`src/rtl/x68_line_writer.sv`:
```
// x68_line_writer: fills one bank of the ping-pong line RAM per line start, from the compositor or with zeros
module x68_line_writer #(
    parameter int ADDR_W = 10,
    parameter int DATA_W = 16
) (
    input  logic              gclk,
    input  logic              rstn,
    input  logic              hcomp,
    input  logic              lramsel,
    input  logic              line_active,
    input  logic [9:0]        next_line,
    input  logic [ADDR_W-1:0] hdisp_words,
    output logic              line_req,
    output logic [9:0]        req_line,
    input  logic              src_valid,
    input  logic [DATA_W-1:0] src_data,
    output logic              src_ready,
    output logic              wr_en,
    output logic              wr_bank,
    output logic [ADDR_W-1:0] wr_addr,
    output logic [DATA_W-1:0] wr_data,
    output logic              busy,
    output logic              overrun,
    input  logic              ovr_clr
);

    typedef enum logic [1:0] {IDLE, REQ, FILL, CLEAR} state_t;

    localparam logic [ADDR_W-1:0] ONE = {{(ADDR_W-1){1'b0}}, 1'b1};

    state_t            state;
    logic              bank;
    logic [ADDR_W-1:0] last;
    logic [ADDR_W-1:0] cnt;
    logic [9:0]        line;
    logic              hs;
    logic              at_last;

    assign hs      = src_valid && state == FILL;
    assign at_last = cnt == last;

    // Write port is combinational so an accepted pixel lands in the RAM in its handshake cycle
    always_comb begin
        src_ready = state == FILL;
        wr_en     = hs || state == CLEAR;
        wr_bank   = bank;
        wr_addr   = cnt;
        wr_data   = state == FILL ? src_data : '0;
        line_req  = state == REQ;
        req_line  = line;
        busy      = state != IDLE;
    end

    // Line sequencer: a line start always re-captures and restarts, abandoning any unfinished line
    always_ff @(posedge gclk or negedge rstn) begin
        if (!rstn) begin
            state   <= IDLE;
            bank    <= 1'b0;
            last    <= '0;
            cnt     <= '0;
            line    <= '0;
            overrun <= 1'b0;
        end else begin
            if (ovr_clr)
                overrun <= 1'b0;
            if (hcomp && state != IDLE)
                overrun <= 1'b1;
            if (hcomp) begin
                bank  <= lramsel;
                last  <= hdisp_words - ONE;
                line  <= next_line;
                cnt   <= '0;
                state <= line_active ? REQ : CLEAR;
            end else begin
                case (state)
                    REQ: state <= FILL;
                    FILL: if (hs) begin
                        cnt   <= cnt + ONE;
                        state <= at_last ? IDLE : FILL;
                    end
                    CLEAR: begin
                        cnt   <= cnt + ONE;
                        state <= at_last ? IDLE : CLEAR;
                    end
                    default: state <= IDLE;
                endcase
            end
        end
    end

endmodule
```
`config.mk`:
```
export PLATFORM = sky130hd
export DESIGN_NAME = x68_line_writer
export DESIGN_NICKNAME = d
export VERILOG_FILES = /design/src/rtl/x68_line_writer.sv
export SDC_FILE = /design/constraint.sdc
export NUM_CORES = 1
export LEC_CHECK = 0
export CORE_MARGIN = 3
export CORE_UTILIZATION = 40
export DETAILED_ROUTE_END_ITERATION = 8
export HOLD_SLACK_MARGIN = 0.03
export MAX_ROUTING_LAYER = met4
export PLACE_DENSITY = 0.89
export SLEW_MARGIN = 20
export SYNTH_ARGS = -nofsm -noshare
export SYNTH_HDL_FRONTEND = slang
export SYNTH_SLANG_ARGS = --single-unit
```
`constraint.sdc`:
```
create_clock -name gclk -period 2 [get_ports gclk]
set_clock_uncertainty 0.1 [all_clocks]
set_input_delay 0.2 -clock gclk [delete_from_list [all_inputs] [get_ports gclk]]
set_output_delay 0.2 -clock gclk [all_outputs]
set_load 0.005 [all_outputs]
```
# Word level (Yosys, flattened, before mapping)
# Cells that the tools add are included.
[totals]
word_cells = 32
in_bits = 43
ff_bits = 34
out_inout_bits = 42
[op_classes]
n_eq_ne = 5
add_sub_neg = 2
n_reduce_logical = 7
muxes = 12
[op_table]
columns = ["operator", "count"]
rows = [
  ["10-bit 2-to-1 mux", 2],
  ["10-bit one-hot mux with 2 select lines", 1],
  ["16-bit 2-to-1 mux", 1],
  ["10-bit by 1-bit adder with 10-bit output, second input constant", 1],
  ["10-bit == test", 1],
  ["2-bit 2-to-1 mux", 5],
  ["10-bit by 1-bit subtractor with 10-bit output, second input constant", 1],
  ["2-bit one-hot mux with 3 select lines", 1],
  ["2-bit == test, second input constant", 2],
  ["2-bit nonzero test", 2],
  ["3-bit by 2-bit inequality test with 1-bit output, second input constant", 1],
  ["3-bit nonzero test", 1],
  ["2-bit by 1-bit == test with 1-bit output, second input constant", 1],
  ["1-bit logical AND", 2],
  ["1-bit 2-to-1 mux", 2],
  ["2-bit AND reduction", 1],
  ["1-bit logical OR", 1],
]

# Logic depth before layout (Yosys ltp)
[logic_depth]
ltp_word = 5
mapped_depth = 6

# Worst setup path before layout
# OpenSTA, ideal clock, no wires.
[synth_timing]
kind = "register -> register"
start = "reg cnt[8] (netlist: wr_addr[8])"
end = "reg state[1]"
arrival_time_ns = 1.369
path_buffers = 0
path_slack_ns = 0.380
path_stages_with_launch = 5
cell_sequence = "dfrtp_1 xor2_1 or4_1 nor3_1 a221oi_1"
[synth_via]
elab_chain_len = 5
[synth_lines]
columns = ["item", "line", "text"]
rows = [
  ["start, declared", "34", "logic [ADDR_W-1:0] cnt;"],
  ["start signal, assigned", "78", "cnt <= cnt + ONE;"],
  ["start signal, assigned", "82", "cnt <= cnt + ONE;"],
  ["10-bit == test *", "40", "assign at_last = cnt == last;"],
  ["2-bit 2-to-1 mux", "79", "state <= at_last ? IDLE : FILL;"],
  ["2-bit 2-to-1 mux", "77", "FILL: if (hs) begin"],
  ["2-bit one-hot mux with 3 select lines *", "75", "case (state)"],
  ["2-bit 2-to-1 mux *", "68", "if (hcomp) begin"],
  ["end signal, assigned", "73", "state <= line_active ? REQ : CLEAR;"],
  ["end signal, assigned", "79", ""],
  ["end signal, assigned", "83", "state <= at_last ? IDLE : CLEAR;"],
  ["end, declared", "31", "state_t state;"],
]
# Mark *: on every way between the ends. The rest lies on a longest branch, timed or not. The select of a mux whose other input is x is not followed.
# A chain may end at the register's enable or synchronous reset.

# Worst setup path after layout
[layout_timing]
start = "reg state[0]"
end = "out busy"
[layout_via]
elab_chain_len = 1
[layout_lines]
columns = ["item", "line", "text"]
rows = [
  ["2-bit nonzero test", "51", "busy = state != IDLE;"],
  ["end, declared", "22", "output logic busy,"],
]
# No other way between the ends.

==> results.yml <==
critical_path:
  cp_max_fo: 4
  r2r_start: "wr_addr[8]$_DFFE_PN0P_"
  critical_path_required_ns: 1.70
  cp_slowest_cell: "clkdlybuf4s50_1"
  cp-end-kind: "output pin"
  max_stage_delay_ns: 0.46
  crit_family: "buffers and inverters"
  arrival_ns: 1.64
  path_buf_inv: 2
  worstPathCellList: "buf_4 > or2_2 > clkdlybuf4s50_1"
  worstReg2RegEnd: "state[1]$_DFFE_PN0P_"
  crit_type: "flip-flop to output pin"
  rr_worst_depth: 4
  startpoint_type: "flip-flop"
  r2r_slack_ns: 0.26
die:
  rows: 23
  initial_core_util_pct: 42.69
  core-area_um2: 4115
  die_h_um: 72.27
  io_pins: 85
  dieArea_um2: 5223
  fp.dieW_um: 72.27
global_route:
  grt_max_degree: 45
  grt_pass1_wl_mm: 7.065
  grt_pass1_vias: 1614
  grt_use_total_pct: 18.01
  grt_overflow_total: 0
  antenna_found_initial: 0
yosys:
  synth_cells: 169
  synth_edf_count: 0
  synthDistinctLibCells: 34
  ys_seq_elements: 34
  yosysTopAreaCellShare_pct: 48.43
  seq_area_frac_synth_pct: 48.43
  avgSynthCellArea_um2: 10.39
  ys_warn_count: 0
  synth-main-ff-cell: "dfrtp_1"
  synth_common_cells: "34 x dfrtp_1, 22 x nor2_1, 16 x and2_1, 16 x xnor2_1, 12 x mux2_2"
  syn_nets: 214
  synth_area_leader_cell: "dfrtp_1"
  synth_area_leaders: "dfrtp_1 48%, xnor2_1 8.0%, mux2_2 7.7%, and2_1 5.7%, nor2_1 4.7%"
  syn_area_um2: 1757
  yosysMostFrequentCell: "dfrtp_1"
  synthArstFlopShare_pct: 100.0
flow_run:
  maxCapViolCount: 0
timing:
  period_share_pct: 96.94
  setup_tns_ns: 0
  fin_crit_ns: 1.939
  worst_pin_slew_ns: 0.4530
  hold_viol: 0
  setup_ws_ns: 0.06121
  rsz0062_at_grt: "true"
  drv_slew: 0
  fmax_ghz: 0.5158
  slew_headroom_pct: 69.80
  setup_violations: 0
routing:
  drtIter0Drc: 99
  viasPerCell: 5.083
  routed-wl-met3_um: 446
  dr.pass1.iters: 4
  wl_met2_mm: 2.060
  drc: 0
  wl_met1_mm: 1.643
  routed.top_layer: "met4"
  via_count: 1596
  detail-route-antenna-nets: 0
  wl_per_cell_um: 13.57
  wirelength_mm: 4.261
clock_tree:
  cts_max_level: 2
  clkTransAtPathRegs_ns: 0.06
  numCtsBuffers: 5
  clock_latency_ns: 0.28
  cts_buffer_depth: 2
  hold_buffers: 0
  clock-sinks: 34
  root_buffer: "clkbuf_8"
  cts_tree: "yes"
finish:
  drive_gt1_share_pct: 12.50
  fin_util_pct: 67.95
  layout.nets: 309
  antenna_cells: 0
  syn_to_final_growth_pct: 59.19
  n_fill_cell: 347
placed_design:
  gp_congestion: 0.8409
  dp_hpwl_mm: 3.284
  port_buffers: 84
  dp_slack_ns: -0.05354
power_and_ir_drop:
  pwr_density_cell_nw_per_um2: 583.2
  peakVddDrop_uv: 478.8
  p_leak_nw: 1.109
outcome:
  status: "finished, final reports clean"
min_path:
  hp-class: "input port to asynchronous set/reset pin"
[stage by stage]
step	cells	hold WS (ns)	instance area, um^2	total power, mW
2_1_floorplan	169	-0.1956	1757	0.9327
3_3_place_gp	303	0.3890	2685	1.164
3_5_place_dp	303	0.3990	2685	1.176
4_1_cts	313	0.2371	2784	1.648
5_1_grt	314	0.2576	2796	1.722
6_report	314	0.2197	2796	1.631
[worst max path at each step]
stage	from	endpoint	slack (ns)	cells after the start
2_1_floorplan	wr_addr[8]$_DFFE_PN0P_	state[1]$_DFFE_PN0P_	0.38	4
3_3_place_gp	hdisp_words[0]	last[8]$_DFFE_PN0P_	0.07	7
3_5_place_dp	hdisp_words[0]	last[8]$_DFFE_PN0P_	-0.05	7
4_1_cts	state[0]$_DFFE_PN0P_	wr_data[12]	0.04	4
5_1_grt	state[1]$_DFFE_PN0P_	wr_data[13]	-0.02	4
6_report	state[0]$_DFFE_PN0P_	busy	0.06	3
[sequential cells by signal (all words and copies together), names as in the netlist]
signal	flops
wr_addr	10
state	2
overrun	1
req_line	10
last	10
wr_bank	1
[cells by family (layout without fill, tap and decap cells)]
| logic type | count (synthesis) | in the layout | synth area share, % |
|---|---|---|---|
| AOI/OAI and AO/OA | 22 | 22 | 7.621 |
| muxes | 13 | 13 | 8.262 |
| and+or+nand+nor | 65 | 65 | 20.87 |
| adders and majority gates | 2 | 2 | 1.424 |
| DFF | 34 | 34 | 48.43 |
| buffers and inverters | 11 | 106 | 2.421 |
| xor gates and xnor gates | 22 | 22 | 10.97 |
[cell type report]
class,instances,area (um^2),share of cell area (%)
clock buffers,7,76.32,2.729
inverters,4,15.01,0.5369
multi-input cells,124,870.8,31.14
flip-flops and latches,34,850.8,30.43
well taps,50,62.56,2.237
repair buffers,95,920.9,32.93
[report_power, final]
group | internal (mW) | total (mW) | switching, mW | leakage (nW)
Sequential | 0.743 | 0.790 | 0.0469 | 0.410
Combinational | 0.250 | 0.379 | 0.129 | 0.660
Clock | 0.239 | 0.462 | 0.223 | 0.0383
Total | 1.23 | 1.63 | 0.399 | 1.11
[layer usage]
metal | GRT usage [%] | up-vias
met1 | 19.12 | 736
li1 | - | 776
met5 | - | -
met2 | 29.73 | 75
met4 | 9.186 | 0
met3 | 6.094 | 9
[cell usage in the layout (no fill, tap or decap), drive strengths merged, types with 2 or more instances in the layout]
cell	count
or4	3
nand4	4
mux2	12
nand2	4
o31ai	2
nand3	3
or3	3
a31oi	2
ha	2
o21ai	2
a21oi	11
inv	4
xor2	6
and2	16
xnor2	16
nor2	22
nor4	2
nor2b	2
nor3	3
buf	11
clkdlybuf4s50	84
dfrtp	34
clkbuf	7
[timing repair]
action,in CTS,in global routing
pin swaps,0,0
gates cloned,0,1
hold endpoints to repair,0,0
buffers inserted,3,0
gates resized for setup,0,3
setup endpoints to repair,14,16
Power figures use the tool's default switching activity.
